[src/rtl/multicycle_ctrl_if.sv]
// Control bundle between multicycle_ctrl and the multi-cycle datapath / unified memory.
// master = controller side, slave = datapath side.
interface multicycle_ctrl_if #(
    parameter int unsigned OP_W    = 6,
    parameter int unsigned ALUOP_W = 3,
    parameter int unsigned CNT_W   = 16
);
    logic [OP_W-1:0]    instr_op_i;
    logic               mem_ready_i;
    logic               pc_write_o;
    logic               pc_write_cond_o;
    logic [1:0]         pc_src_o;
    logic               ir_write_o;
    logic               mem_req_o;
    logic               mem_we_o;
    logic               iord_o;
    logic               reg_write_o;
    logic               reg_dst_o;
    logic               mem_to_reg_o;
    logic               alu_src_a_o;
    logic [1:0]         alu_src_b_o;
    logic [ALUOP_W-1:0] alu_op_o;
    logic [3:0]         state_o;
    logic [CNT_W-1:0]   instr_cnt_o;

    modport master (
        input  instr_op_i, mem_ready_i,
        output pc_write_o, pc_write_cond_o, pc_src_o, ir_write_o, mem_req_o, mem_we_o,
               iord_o, reg_write_o, reg_dst_o, mem_to_reg_o, alu_src_a_o, alu_src_b_o,
               alu_op_o, state_o, instr_cnt_o
    );

    modport slave (
        output instr_op_i, mem_ready_i,
        input  pc_write_o, pc_write_cond_o, pc_src_o, ir_write_o, mem_req_o, mem_we_o,
               iord_o, reg_write_o, reg_dst_o, mem_to_reg_o, alu_src_a_o, alu_src_b_o,
               alu_op_o, state_o, instr_cnt_o
    );
endinterface

[src/rtl/multicycle_ctrl.sv]
// Multi-cycle instruction sequencer: FETCH/DECODE/EXEC/MEM/WB FSM with memory handshake
// and retired-instruction counter. Define MULTICYCLE_CTRL_TRAP_EN to make ILLEGAL terminal.
module multicycle_ctrl #(
    parameter int unsigned OP_W    = 6,
    parameter int unsigned ALUOP_W = 3,
    parameter int unsigned CNT_W   = 16
) (
    input  logic              clk_i,
    input  logic              rst_i,
    multicycle_ctrl_if.master bus
);
    localparam logic [OP_W-1:0] OP_RTYPE = OP_W'(6'h00);
    localparam logic [OP_W-1:0] OP_ADDI  = OP_W'(6'h08);
    localparam logic [OP_W-1:0] OP_SLTI  = OP_W'(6'h0A);
    localparam logic [OP_W-1:0] OP_BEQ   = OP_W'(6'h04);
    localparam logic [OP_W-1:0] OP_LW    = OP_W'(6'h23);
    localparam logic [OP_W-1:0] OP_SW    = OP_W'(6'h2B);
    localparam logic [OP_W-1:0] OP_J     = OP_W'(6'h02);

    localparam logic [ALUOP_W-1:0] ALU_ADD   = ALUOP_W'(0);
    localparam logic [ALUOP_W-1:0] ALU_SUB   = ALUOP_W'(1);
    localparam logic [ALUOP_W-1:0] ALU_FUNCT = ALUOP_W'(2);
    localparam logic [ALUOP_W-1:0] ALU_ADDI  = ALUOP_W'(3);
    localparam logic [ALUOP_W-1:0] ALU_SLTI  = ALUOP_W'(4);

    typedef enum logic [3:0] {
        FETCH     = 4'd0,
        DECODE    = 4'd1,
        EXEC_R    = 4'd2,
        EXEC_ADDI = 4'd3,
        EXEC_SLTI = 4'd4,
        WB_R      = 4'd5,
        WB_I      = 4'd6,
        BRANCH    = 4'd7,
        JUMP      = 4'd8,
        MEM_ADDR  = 4'd9,
        MEM_RD    = 4'd10,
        MEM_WB    = 4'd11,
        MEM_WR    = 4'd12,
        ILLEGAL   = 4'd13
    } state_t;

    state_t             state;
    state_t             state_nx;
    logic [CNT_W-1:0]   cnt;
    logic               retire;
    logic               pc_write;
    logic               pc_write_cond;
    logic [1:0]         pc_src;
    logic               ir_write;
    logic               mem_req;
    logic               mem_we;
    logic               iord;
    logic               reg_write;
    logic               reg_dst;
    logic               mem_to_reg;
    logic               alu_src_a;
    logic [1:0]         alu_src_b;
    logic [ALUOP_W-1:0] alu_op;

    // State register and retired-instruction counter; reset abandons any partial instruction.
    always_ff @(posedge clk_i) begin
        if (rst_i) begin
            state <= FETCH;
            cnt   <= '0;
        end else begin
            state <= state_nx;
            if (retire) begin
                cnt <= cnt + CNT_W'(1);
            end
        end
    end

    // Next-state and control decode from the current state.
    always_comb begin
        state_nx      = state;
        retire        = 1'b0;
        pc_write      = 1'b0;
        pc_write_cond = 1'b0;
        pc_src        = 2'd0;
        ir_write      = 1'b0;
        mem_req       = 1'b0;
        mem_we        = 1'b0;
        iord          = 1'b0;
        reg_write     = 1'b0;
        reg_dst       = 1'b0;
        mem_to_reg    = 1'b0;
        alu_src_a     = 1'b0;
        alu_src_b     = 2'd0;
        alu_op        = ALU_ADD;

        unique case (state)
            FETCH: begin
                mem_req   = 1'b1;
                alu_src_b = 2'd1;
                ir_write  = bus.mem_ready_i;
                pc_write  = bus.mem_ready_i;
                if (bus.mem_ready_i) state_nx = DECODE;
            end
            DECODE: begin
                alu_src_b = 2'd3;
                if      (bus.instr_op_i == OP_RTYPE) state_nx = EXEC_R;
                else if (bus.instr_op_i == OP_ADDI)  state_nx = EXEC_ADDI;
                else if (bus.instr_op_i == OP_SLTI)  state_nx = EXEC_SLTI;
                else if (bus.instr_op_i == OP_BEQ)   state_nx = BRANCH;
                else if (bus.instr_op_i == OP_LW ||
                         bus.instr_op_i == OP_SW)    state_nx = MEM_ADDR;
                else if (bus.instr_op_i == OP_J)     state_nx = JUMP;
                else                                 state_nx = ILLEGAL;
            end
            EXEC_R: begin
                alu_src_a = 1'b1;
                alu_op    = ALU_FUNCT;
                state_nx  = WB_R;
            end
            EXEC_ADDI: begin
                alu_src_a = 1'b1;
                alu_src_b = 2'd2;
                alu_op    = ALU_ADDI;
                state_nx  = WB_I;
            end
            EXEC_SLTI: begin
                alu_src_a = 1'b1;
                alu_src_b = 2'd2;
                alu_op    = ALU_SLTI;
                state_nx  = WB_I;
            end
            WB_R: begin
                reg_write = 1'b1;
                reg_dst   = 1'b1;
                retire    = 1'b1;
                state_nx  = FETCH;
            end
            WB_I: begin
                reg_write = 1'b1;
                retire    = 1'b1;
                state_nx  = FETCH;
            end
            BRANCH: begin
                alu_src_a     = 1'b1;
                alu_op        = ALU_SUB;
                pc_write_cond = 1'b1;
                pc_src        = 2'd1;
                retire        = 1'b1;
                state_nx      = FETCH;
            end
            JUMP: begin
                pc_write = 1'b1;
                pc_src   = 2'd2;
                retire   = 1'b1;
                state_nx = FETCH;
            end
            MEM_ADDR: begin
                alu_src_a = 1'b1;
                alu_src_b = 2'd2;
                state_nx  = (bus.instr_op_i == OP_SW) ? MEM_WR : MEM_RD;
            end
            MEM_RD: begin
                mem_req = 1'b1;
                iord    = 1'b1;
                if (bus.mem_ready_i) state_nx = MEM_WB;
            end
            MEM_WB: begin
                reg_write  = 1'b1;
                mem_to_reg = 1'b1;
                retire     = 1'b1;
                state_nx   = FETCH;
            end
            MEM_WR: begin
                mem_req = 1'b1;
                mem_we  = 1'b1;
                iord    = 1'b1;
                if (bus.mem_ready_i) begin
                    retire   = 1'b1;
                    state_nx = FETCH;
                end
            end
            ILLEGAL: begin
`ifdef MULTICYCLE_CTRL_TRAP_EN
                state_nx = ILLEGAL;
`else
                retire   = 1'b1;
                state_nx = FETCH;
`endif
            end
            default: state_nx = FETCH;
        endcase

        // Held reset presents the FETCH address/ALU selects with every strobe quiet.
        if (rst_i) begin
            pc_write      = 1'b0;
            pc_write_cond = 1'b0;
            pc_src        = 2'd0;
            ir_write      = 1'b0;
            mem_req       = 1'b0;
            mem_we        = 1'b0;
            iord          = 1'b0;
            reg_write     = 1'b0;
            reg_dst       = 1'b0;
            mem_to_reg    = 1'b0;
            alu_src_a     = 1'b0;
            alu_src_b     = 2'd1;
            alu_op        = ALU_ADD;
        end
    end

    assign bus.pc_write_o      = pc_write;
    assign bus.pc_write_cond_o = pc_write_cond;
    assign bus.pc_src_o        = pc_src;
    assign bus.ir_write_o      = ir_write;
    assign bus.mem_req_o       = mem_req;
    assign bus.mem_we_o        = mem_we;
    assign bus.iord_o          = iord;
    assign bus.reg_write_o     = reg_write;
    assign bus.reg_dst_o       = reg_dst;
    assign bus.mem_to_reg_o    = mem_to_reg;
    assign bus.alu_src_a_o     = alu_src_a;
    assign bus.alu_src_b_o     = alu_src_b;
    assign bus.alu_op_o        = alu_op;
    assign bus.state_o         = 4'(state);
    assign bus.instr_cnt_o     = cnt;
endmodule

[src/flat_wrapper.sv]
// flat-port wrapper written by rule: the top's interface ports become plain ports
module multicycle_ctrl_flat 
#(
    parameter int unsigned OP_W    = 6,
    parameter int unsigned ALUOP_W = 3,
    parameter int unsigned CNT_W   = 16
)
  (clk_i, rst_i, bus_instr_op_i, bus_mem_ready_i, bus_pc_write_o, bus_pc_write_cond_o, bus_pc_src_o, bus_ir_write_o, bus_mem_req_o, bus_mem_we_o, bus_iord_o, bus_reg_write_o, bus_reg_dst_o, bus_mem_to_reg_o, bus_alu_src_a_o, bus_alu_src_b_o, bus_alu_op_o, bus_state_o, bus_instr_cnt_o);
  multicycle_ctrl_if #(.OP_W(OP_W), .ALUOP_W(ALUOP_W), .CNT_W(CNT_W)) bus_i ();
  input  logic clk_i;
  input  logic rst_i;
  input wire logic [$bits(bus_i.instr_op_i)-1:0] bus_instr_op_i;
  input wire logic [$bits(bus_i.mem_ready_i)-1:0] bus_mem_ready_i;
  output wire logic [$bits(bus_i.pc_write_o)-1:0] bus_pc_write_o;
  output wire logic [$bits(bus_i.pc_write_cond_o)-1:0] bus_pc_write_cond_o;
  output wire logic [$bits(bus_i.pc_src_o)-1:0] bus_pc_src_o;
  output wire logic [$bits(bus_i.ir_write_o)-1:0] bus_ir_write_o;
  output wire logic [$bits(bus_i.mem_req_o)-1:0] bus_mem_req_o;
  output wire logic [$bits(bus_i.mem_we_o)-1:0] bus_mem_we_o;
  output wire logic [$bits(bus_i.iord_o)-1:0] bus_iord_o;
  output wire logic [$bits(bus_i.reg_write_o)-1:0] bus_reg_write_o;
  output wire logic [$bits(bus_i.reg_dst_o)-1:0] bus_reg_dst_o;
  output wire logic [$bits(bus_i.mem_to_reg_o)-1:0] bus_mem_to_reg_o;
  output wire logic [$bits(bus_i.alu_src_a_o)-1:0] bus_alu_src_a_o;
  output wire logic [$bits(bus_i.alu_src_b_o)-1:0] bus_alu_src_b_o;
  output wire logic [$bits(bus_i.alu_op_o)-1:0] bus_alu_op_o;
  output wire logic [$bits(bus_i.state_o)-1:0] bus_state_o;
  output wire logic [$bits(bus_i.instr_cnt_o)-1:0] bus_instr_cnt_o;
  assign bus_i.instr_op_i = bus_instr_op_i;
  assign bus_i.mem_ready_i = bus_mem_ready_i;
  assign bus_pc_write_o = bus_i.pc_write_o;
  assign bus_pc_write_cond_o = bus_i.pc_write_cond_o;
  assign bus_pc_src_o = bus_i.pc_src_o;
  assign bus_ir_write_o = bus_i.ir_write_o;
  assign bus_mem_req_o = bus_i.mem_req_o;
  assign bus_mem_we_o = bus_i.mem_we_o;
  assign bus_iord_o = bus_i.iord_o;
  assign bus_reg_write_o = bus_i.reg_write_o;
  assign bus_reg_dst_o = bus_i.reg_dst_o;
  assign bus_mem_to_reg_o = bus_i.mem_to_reg_o;
  assign bus_alu_src_a_o = bus_i.alu_src_a_o;
  assign bus_alu_src_b_o = bus_i.alu_src_b_o;
  assign bus_alu_op_o = bus_i.alu_op_o;
  assign bus_state_o = bus_i.state_o;
  assign bus_instr_cnt_o = bus_i.instr_cnt_o;
  multicycle_ctrl #(.OP_W(OP_W), .ALUOP_W(ALUOP_W), .CNT_W(CNT_W)) u_core (.clk_i(clk_i), .rst_i(rst_i), .bus(bus_i));
endmodule
[config.mk]
export PLATFORM = sky130hd
export DESIGN_NAME = multicycle_ctrl_flat
export DESIGN_NICKNAME = d
export VERILOG_FILES = /design/src/rtl/multicycle_ctrl_if.sv /design/src/rtl/multicycle_ctrl.sv /design/src/flat_wrapper.sv
export SDC_FILE = /design/constraint.sdc
export NUM_CORES = 1
export LEC_CHECK = 0
export ABC_CLOCK_PERIOD_IN_PS = 2550
export BUFFER_PORTS_ARGS = -buffer_cell sky130_fd_sc_hd__buf_4
export CORE_MARGIN = 5
export CORE_UTILIZATION = 43
export DETAILED_ROUTE_END_ITERATION = 16
export GPL_TIMING_DRIVEN = 0
export PLACE_DENSITY = 0.74
export SETUP_SLACK_MARGIN = 0.2
export SLEW_MARGIN = 20
export SYNTH_ARGS = -nofsm -noshare
export SYNTH_HDL_FRONTEND = slang
export SYNTH_SLANG_ARGS = --single-unit
[constraint.sdc]
create_clock -name clk_i -period 2.55 [get_ports clk_i]
set_clock_uncertainty 0.2 [all_clocks]
set_input_delay 0.1275 -clock clk_i [delete_from_list [all_inputs] [get_ports clk_i]]
set_output_delay 0.1275 -clock clk_i [all_outputs]
set_load 0.1 [all_outputs]
==> flow_metrics.tcl, run 1 <==
set metrics [dict create \
    final_area_sq_um 2060 \
    synth.area.top_cells "dfxtp_1 29%, xnor2_1 8.8%, nor2_1 6.7%" \
    cp-end-kind "flop" \
    seqCellArea_sq_um 428 \
    cts_hold_buf 0 \
    grt_max_degree 12 \
    synth_edf_count 0 \
    ys_async_sr_fraction_pct 0 \
    multiInputGateArea_sq_um 1060 \
    hold_slack_ns 0.0333 \
    drv_cap 0 \
    synthCells 185 \
    rsz0062_at_grt "false" \
    vdd_drop_max_mv 0.649 \
    synth_top_area_share_pct 28.6 \
    crit_path_start_kind "flop" \
    vias 1555 \
    hp-class "in -> reg" \
    antenna_found_initial 0 \
    clock_path_buffers 2 \
    std_cell_rows 20 \
    portBuffers 44 \
    gp_congestion 0.911 \
    place_ws_ns 0.324 \
    slew_violations 0 \
    wire_per_inst_um 15.1 \
    slew_headroom_pct 37.7 \
    r2r_start "u_core.bus.state_o[1]" \
    p_per_area_nw_per_um2 924 \
    cts_tree "built" \
    fp.dieW_um 67.0 \
    synth_area_sq_um 1400 \
    initial_core_util_pct 45.4 \
    hold_depth 4 \
    rrSetupSlack_ns 0.33 \
    synth_area_per_cell_sq_um 7.56 \
    hold_end "u_core.bus.state_o[3]" \
    seq_area_frac_synth_pct 28.6 \
    worstPathArrival_ns 2.22 \
    io_pins 46 \
    r2r_cells 6 \
    die_h_um 67.0 \
    synth_most_common_cell "nor2_1" \
    fin_crit_sh_pct 86.9 \
    p_leak_nw 0.766 \
    cp_max_fo 9 \
    yosysWarningCount 0 \
    clock.fmax_mhz 451 \
    finalSetupViolCount 0 \
    crit-reg2reg-capture "u_core.bus.instr_cnt_o[15]" \
    critPathKind "reg -> reg" \
    dpl.hpwl_um 3240 \
    setup-tns-final_ns 0 \
    tightest_slew_ns 0.934 \
    ys_types 40 \
    worstPathRequired_ns 2.55 \
    grt_pass1_wl_um 6830 \
    drive_gt1_share_pct 42.1 \
    cts_root_buffer "clkbuf_4" \
    clock_sinks 20 \
    drtIter0Drc 93 \
    wirelength_um 4190 \
    layout.nets 244 \
    holdCritStartpoint "bus_mem_ready_i" \
    drt_first_pass_iters 5 \
    fill_cells 271 \
    synthesis.nets 195 \
    clk_latency_ns 0.32 \
    die-area_sq_um 4490 \
    hold_viol 0 \
    place_area_sq_um 2010 \
    drc 0 \
    grt_pass1_vias 1494 \
    diodes 0 \
    synth.largest_area_cell "dfxtp_1" \
    avgViaCountPerCell 5.61 \
    cts.clk_slew.worst_paths_ns 0.12 \
    area_delta_synth_final_pct 47.0 \
    post-route-min-period_ns 2.22 \
    status "complete, no violations" \
    synth_ff_type "dfxtp_1" \
    synth_commonest_cells "25 x nor2_1, 20 x dfxtp_1, 18 x nand2_1, 14 x xnor2_1" \
    global_route.usage.total_pct 19.5 \
    overflow 0 \
    ys_ff_latch 20 \
    coreArea_sq_um 3080 \
    ant_nets 0 \
    cts_buffers 3 \
    htree_levels 1 \
    timing.final.ws_setup_ns 0.333 \
]
[report_power, final]
| part | internal (W) | leakage, nW | total, W | switching [W] |
|---|---|---|---|---|
| Sequential | 0.000353 | 0.170 | 0.000396 | 0.0000430 |
| Clock | 0.0000874 | 0.0210 | 0.000195 | 0.000108 |
| Combinational | 0.000335 | 0.575 | 0.00131 | 0.000973 |
[registers in the layout, summed over array words and instances, names as in the netlist]
name	count
u_core.bus.instr_cnt_o	16
u_core.bus.state_o	4
[routing by layer]
| metal | part of all wire [%] | vias to the layer above | global-route usage [%] |
|---|---|---|---|
| met5 | 0 | - | 0 |
| met4 | 1.1 | 0 | 5.32 |
| met3 | 7.8 | 6 | 1.85 |
| met2 | 50 | 65 | 36.0 |
| met1 | 41 | 728 | 23.8 |
| li1 | - | 756 | - |
[cell families after synthesis]
family,after synthesis,share of synthesized area (%)
AOI/OAI and AO/OA,42,24.5
adders and majority gates,1,0.894
xor gates and xnor gates,14,8.77
DFF,20,28.6
and+or+nand+nor,86,29.3
buffers and inverters,21,7.07
muxes,1,0.805
[metrics by stage]
stage | power, W | util [%] | instances
6_report | 0.00190 | 66.8 | 277
5_1_grt | 0.00199 | 66.8 | 277
4_1_cts | 0.00190 | 66.6 | 277
3_5_place_dp | 0.00171 | 65.4 | 273
2_1_floorplan | 0.00147 | - | 185
3_3_place_gp | 0.00170 | 65.4 | 273
[critical path, cell delays in order, from the launching register on]
cell       delay (ns)
dfxtp_4          0.39
or2_1            0.24
buf_6            0.16
o32a_4           0.41
a2111oi_1        0.45
xnor2_1          0.19
nor2_1           0.05
[cell type report]
class                      instances  area share, %
multi-input combinational        144           51.4
tap                               44           2.68
inverter                           8           1.46
timing repair buffer              44           16.1
clock buffer                       4           1.77
sequential                        20           20.8
buffer                            13           5.78
[worst max path at each step]
stage               cells past startpoint             startpoint                         end  slack, ns
floorplan                               4  u_core.bus.state_o[1]              bus_pc_write_o       0.15
global placement                        6  u_core.bus.state_o[1]  u_core.bus.instr_cnt_o[14]       0.33
detailed placement                      6  u_core.bus.state_o[1]  u_core.bus.instr_cnt_o[14]       0.32
CTS                                     6  u_core.bus.state_o[3]             bus_alu_src_a_o       0.22
global route                            6  u_core.bus.state_o[1]   u_core.bus.instr_cnt_o[7]       0.23
finish                                  6  u_core.bus.state_o[1]  u_core.bus.instr_cnt_o[15]       0.33
[cell usage in the layout (no fill, tap or decap), types with 2 or more instances in the layout]
| cell | count |
|---|---|
| a2111oi_0 | 2 |
| a2111oi_1 | 2 |
| a2111oi_2 | 2 |
| a2111oi_4 | 2 |
| a211oi_1 | 4 |
| a21oi_1 | 11 |
| a21oi_2 | 2 |
| and3_1 | 3 |
| buf_4 | 44 |
| buf_6 | 3 |
| clkbuf_1 | 4 |
| clkbuf_4 | 3 |
| clkbuf_8 | 4 |
| dfxtp_1 | 6 |
| dfxtp_2 | 10 |
| dfxtp_4 | 4 |
| inv_1 | 8 |
| nand2_1 | 15 |
| nand2_2 | 2 |
| nand2b_1 | 2 |
| nand3_1 | 9 |
| nor2_1 | 22 |
| nor2_2 | 2 |
| nor2b_1 | 3 |
| nor3_1 | 5 |
| nor3_4 | 8 |
| nor4_4 | 2 |
| o21ai_0 | 9 |
| or2_2 | 2 |
| xnor2_1 | 14 |
[repair_timing]
item | 4_1_cts | 5_1_grt
gates resized for setup | 0 | 3
setup buffers | 0 | 0
endpoints found under the hold margin | 0 | 0
setup endpoints to repair | 0 | 4
Power figures use the tool's default switching activity.
==> run 2: changes to the inputs <==
==> constraint.sdc (replaced) <==
create_clock -name clk_i -period 2.55 [get_ports clk_i]
set_clock_uncertainty 0.2 [all_clocks]
set_input_delay 0.3825 -clock clk_i [delete_from_list [all_inputs] [get_ports clk_i]]
set_output_delay 0.3825 -clock clk_i [all_outputs]
set_load 0.1 [all_outputs]
==> flow_metrics.tcl, run 2 (same netlist as run 1, synthesis figures left out) <==
set metrics [dict create \
    status "complete, no violations" \
    largest_reg_flops 16 \
    cts_setup_buffers 0 \
    cp-end-kind "output pin" \
    holdCritStartpoint "u_core.bus.instr_cnt_o[1]" \
    route.met2.wl_um 2030 \
    highest_layer "met4" \
    area_delta_synth_final_pct 51.1 \
    hold_viol 0 \
    layout.nets 244 \
    setup-tns-final_ns 0 \
    std_cell_rows 20 \
    fin_util_pct 68.7 \
    fp.dieW_um 67.0 \
    final_cells 277 \
    wl_met1_um 1830 \
    cts_tree "built" \
    timing.final.ws_setup_ns 0.257 \
    cts.clk_slew.worst_paths_ns 0.13 \
    hp-class "reg -> reg" \
    cp_cell_sequence "buf_6 -> clkbuf_8 -> nor2_1 -> o21ai_1 -> a21oi_4 -> buf_8" \
    clk_latency_ns 0.32 \
    antenna_found_initial 0 \
    drive_gt1_share_pct 42.5 \
    r2r_cells 6 \
    rrSetupSlack_ns 0.31 \
    drc 0 \
    initial_core_util_pct 45.4 \
    clock.fmax_mhz 436 \
    cpMaxStageDelayCell "dfxtp_4" \
    cts_root_buffer "clkbuf_4" \
    drv_cap 0 \
    coreArea_sq_um 3080 \
    tightest_slew_ns 0.613 \
    diodes 0 \
    avgViaCountPerCell 5.65 \
    wl_met3_um 307 \
    gp_congestion 0.853 \
    p_leak_nw 0.786 \
    grt_pass1_vias 1550 \
    critPathKind "reg -> out" \
    worstPathArrival_ns 1.71 \
    hold_end "u_core.bus.instr_cnt_o[1]" \
    global_route.usage.total_pct 20.5 \
    p_total_w 0.00198 \
    die-area_sq_um 4490 \
    hold_depth 2 \
    wirelength_um 4290 \
    clock_path_buffers 2 \
    dpl.hpwl_um 3300 \
    worstPathRequired_ns 1.97 \
    overflow 0 \
    final_common_cell "buf_4" \
    placed_cells 273 \
    cts_hold_buf 0 \
    post-route-min-period_ns 2.29 \
    vdd_drop_max_mv 0.619 \
    wire_per_inst_um 15.5 \
    die_h_um 67.0 \
    fin_crit_sh_pct 89.9 \
    grt_pass1_wl_um 7070 \
    r2r_start "u_core.bus.state_o[1]" \
    htree_levels 1 \
    place_ws_ns 0.270 \
    drtIter0Drc 92 \
    cp_max_fo 10 \
    slew_violations 0 \
    clock_sinks 20 \
    slew_headroom_pct 59.1 \
    portBuffers 44 \
    vias 1566 \
    layout_common_cells "40 x buf_4, 22 x nor2_1, 16 x nand2_1, 14 x xnor2_1, 12 x a21oi_1" \
    cts_buffers 3 \
    drt_first_pass_iters 4 \
    grt_max_degree 13 \
    rsz0062_at_grt "false" \
    finalSetupViolCount 0 \
    crit_path_start_kind "flop" \
    max_stage_delay_ns 0.37 \
    p_per_area_nw_per_um2 937 \
    crit-reg2reg-capture "u_core.bus.instr_cnt_o[7]" \
    ant_nets 0 \
    io_pins 46 \
]
-- run 2: what timing repair did --
| action | 4_1_cts | 5_1_grt |
|---|---|---|
| setup endpoints to repair | 3 | 7 |
| hold endpoints to repair | 0 | 0 |
| pin swaps | 0 | 0 |
| gates resized for setup | 4 | 7 |
-- run 2: layer usage --
layer | vias up | global-route usage, %
met5 | - | 0
met4 | 0 | 9.62
met3 | 14 | 3.04
met2 | 66 | 32.9
met1 | 733 | 26.8
li1 | 753 | -
-- run 2: how the worst max path moves through the flow --
stage                     slack, ns                   endpoint  depth (start not counted)             startpoint
final                          0.26            bus_alu_src_a_o                          6  u_core.bus.state_o[3]
after global routing           0.21  u_core.bus.instr_cnt_o[7]                          6  u_core.bus.state_o[1]
after CTS                      0.16            bus_reg_write_o                          6  u_core.bus.state_o[3]
after detailed placement       0.27            bus_alu_op_o[0]                          4                  rst_i
after global placement         0.27            bus_alu_op_o[0]                          4                  rst_i
after floorplan               -0.11             bus_pc_write_o                          4  u_core.bus.state_o[1]
-- run 2: layout make-up --
class	instances	area [sq um]
buffer	13	126
clock buffer	4	47.5
fill	272	965
inverter	8	30.0
multi-input combinational	144	1080
sequential	20	428
tap	44	55.1
timing repair buffer	44	349
-- run 2: where the power goes --
group / total (W) / internal, W / switching, W
logic: 0.00135 / 0.000361 / 0.000987
clock network: 0.000236 / 0.000120 / 0.000116
registers: 0.000397 / 0.000353 / 0.0000437
-- run 2: per-stage QoR --
step / area, sq um / hold WS (ns)
2_1_floorplan: 1650 / 0.438
3_3_place_gp: 2040 / 0.273
3_5_place_dp: 2040 / 0.286
4_1_cts: 2090 / 0.305
5_1_grt: 2110 / 0.320
6_report: 2110 / 0.302
-- run 2: critical path, delay by kind of cell, from the launching register on --
kind,cells,cell delay (ns)
buffers and inverters,3,0.53
DFF,1,0.37
AOI/OAI and AO/OA,2,0.34
and+or+nand+nor,1,0.14
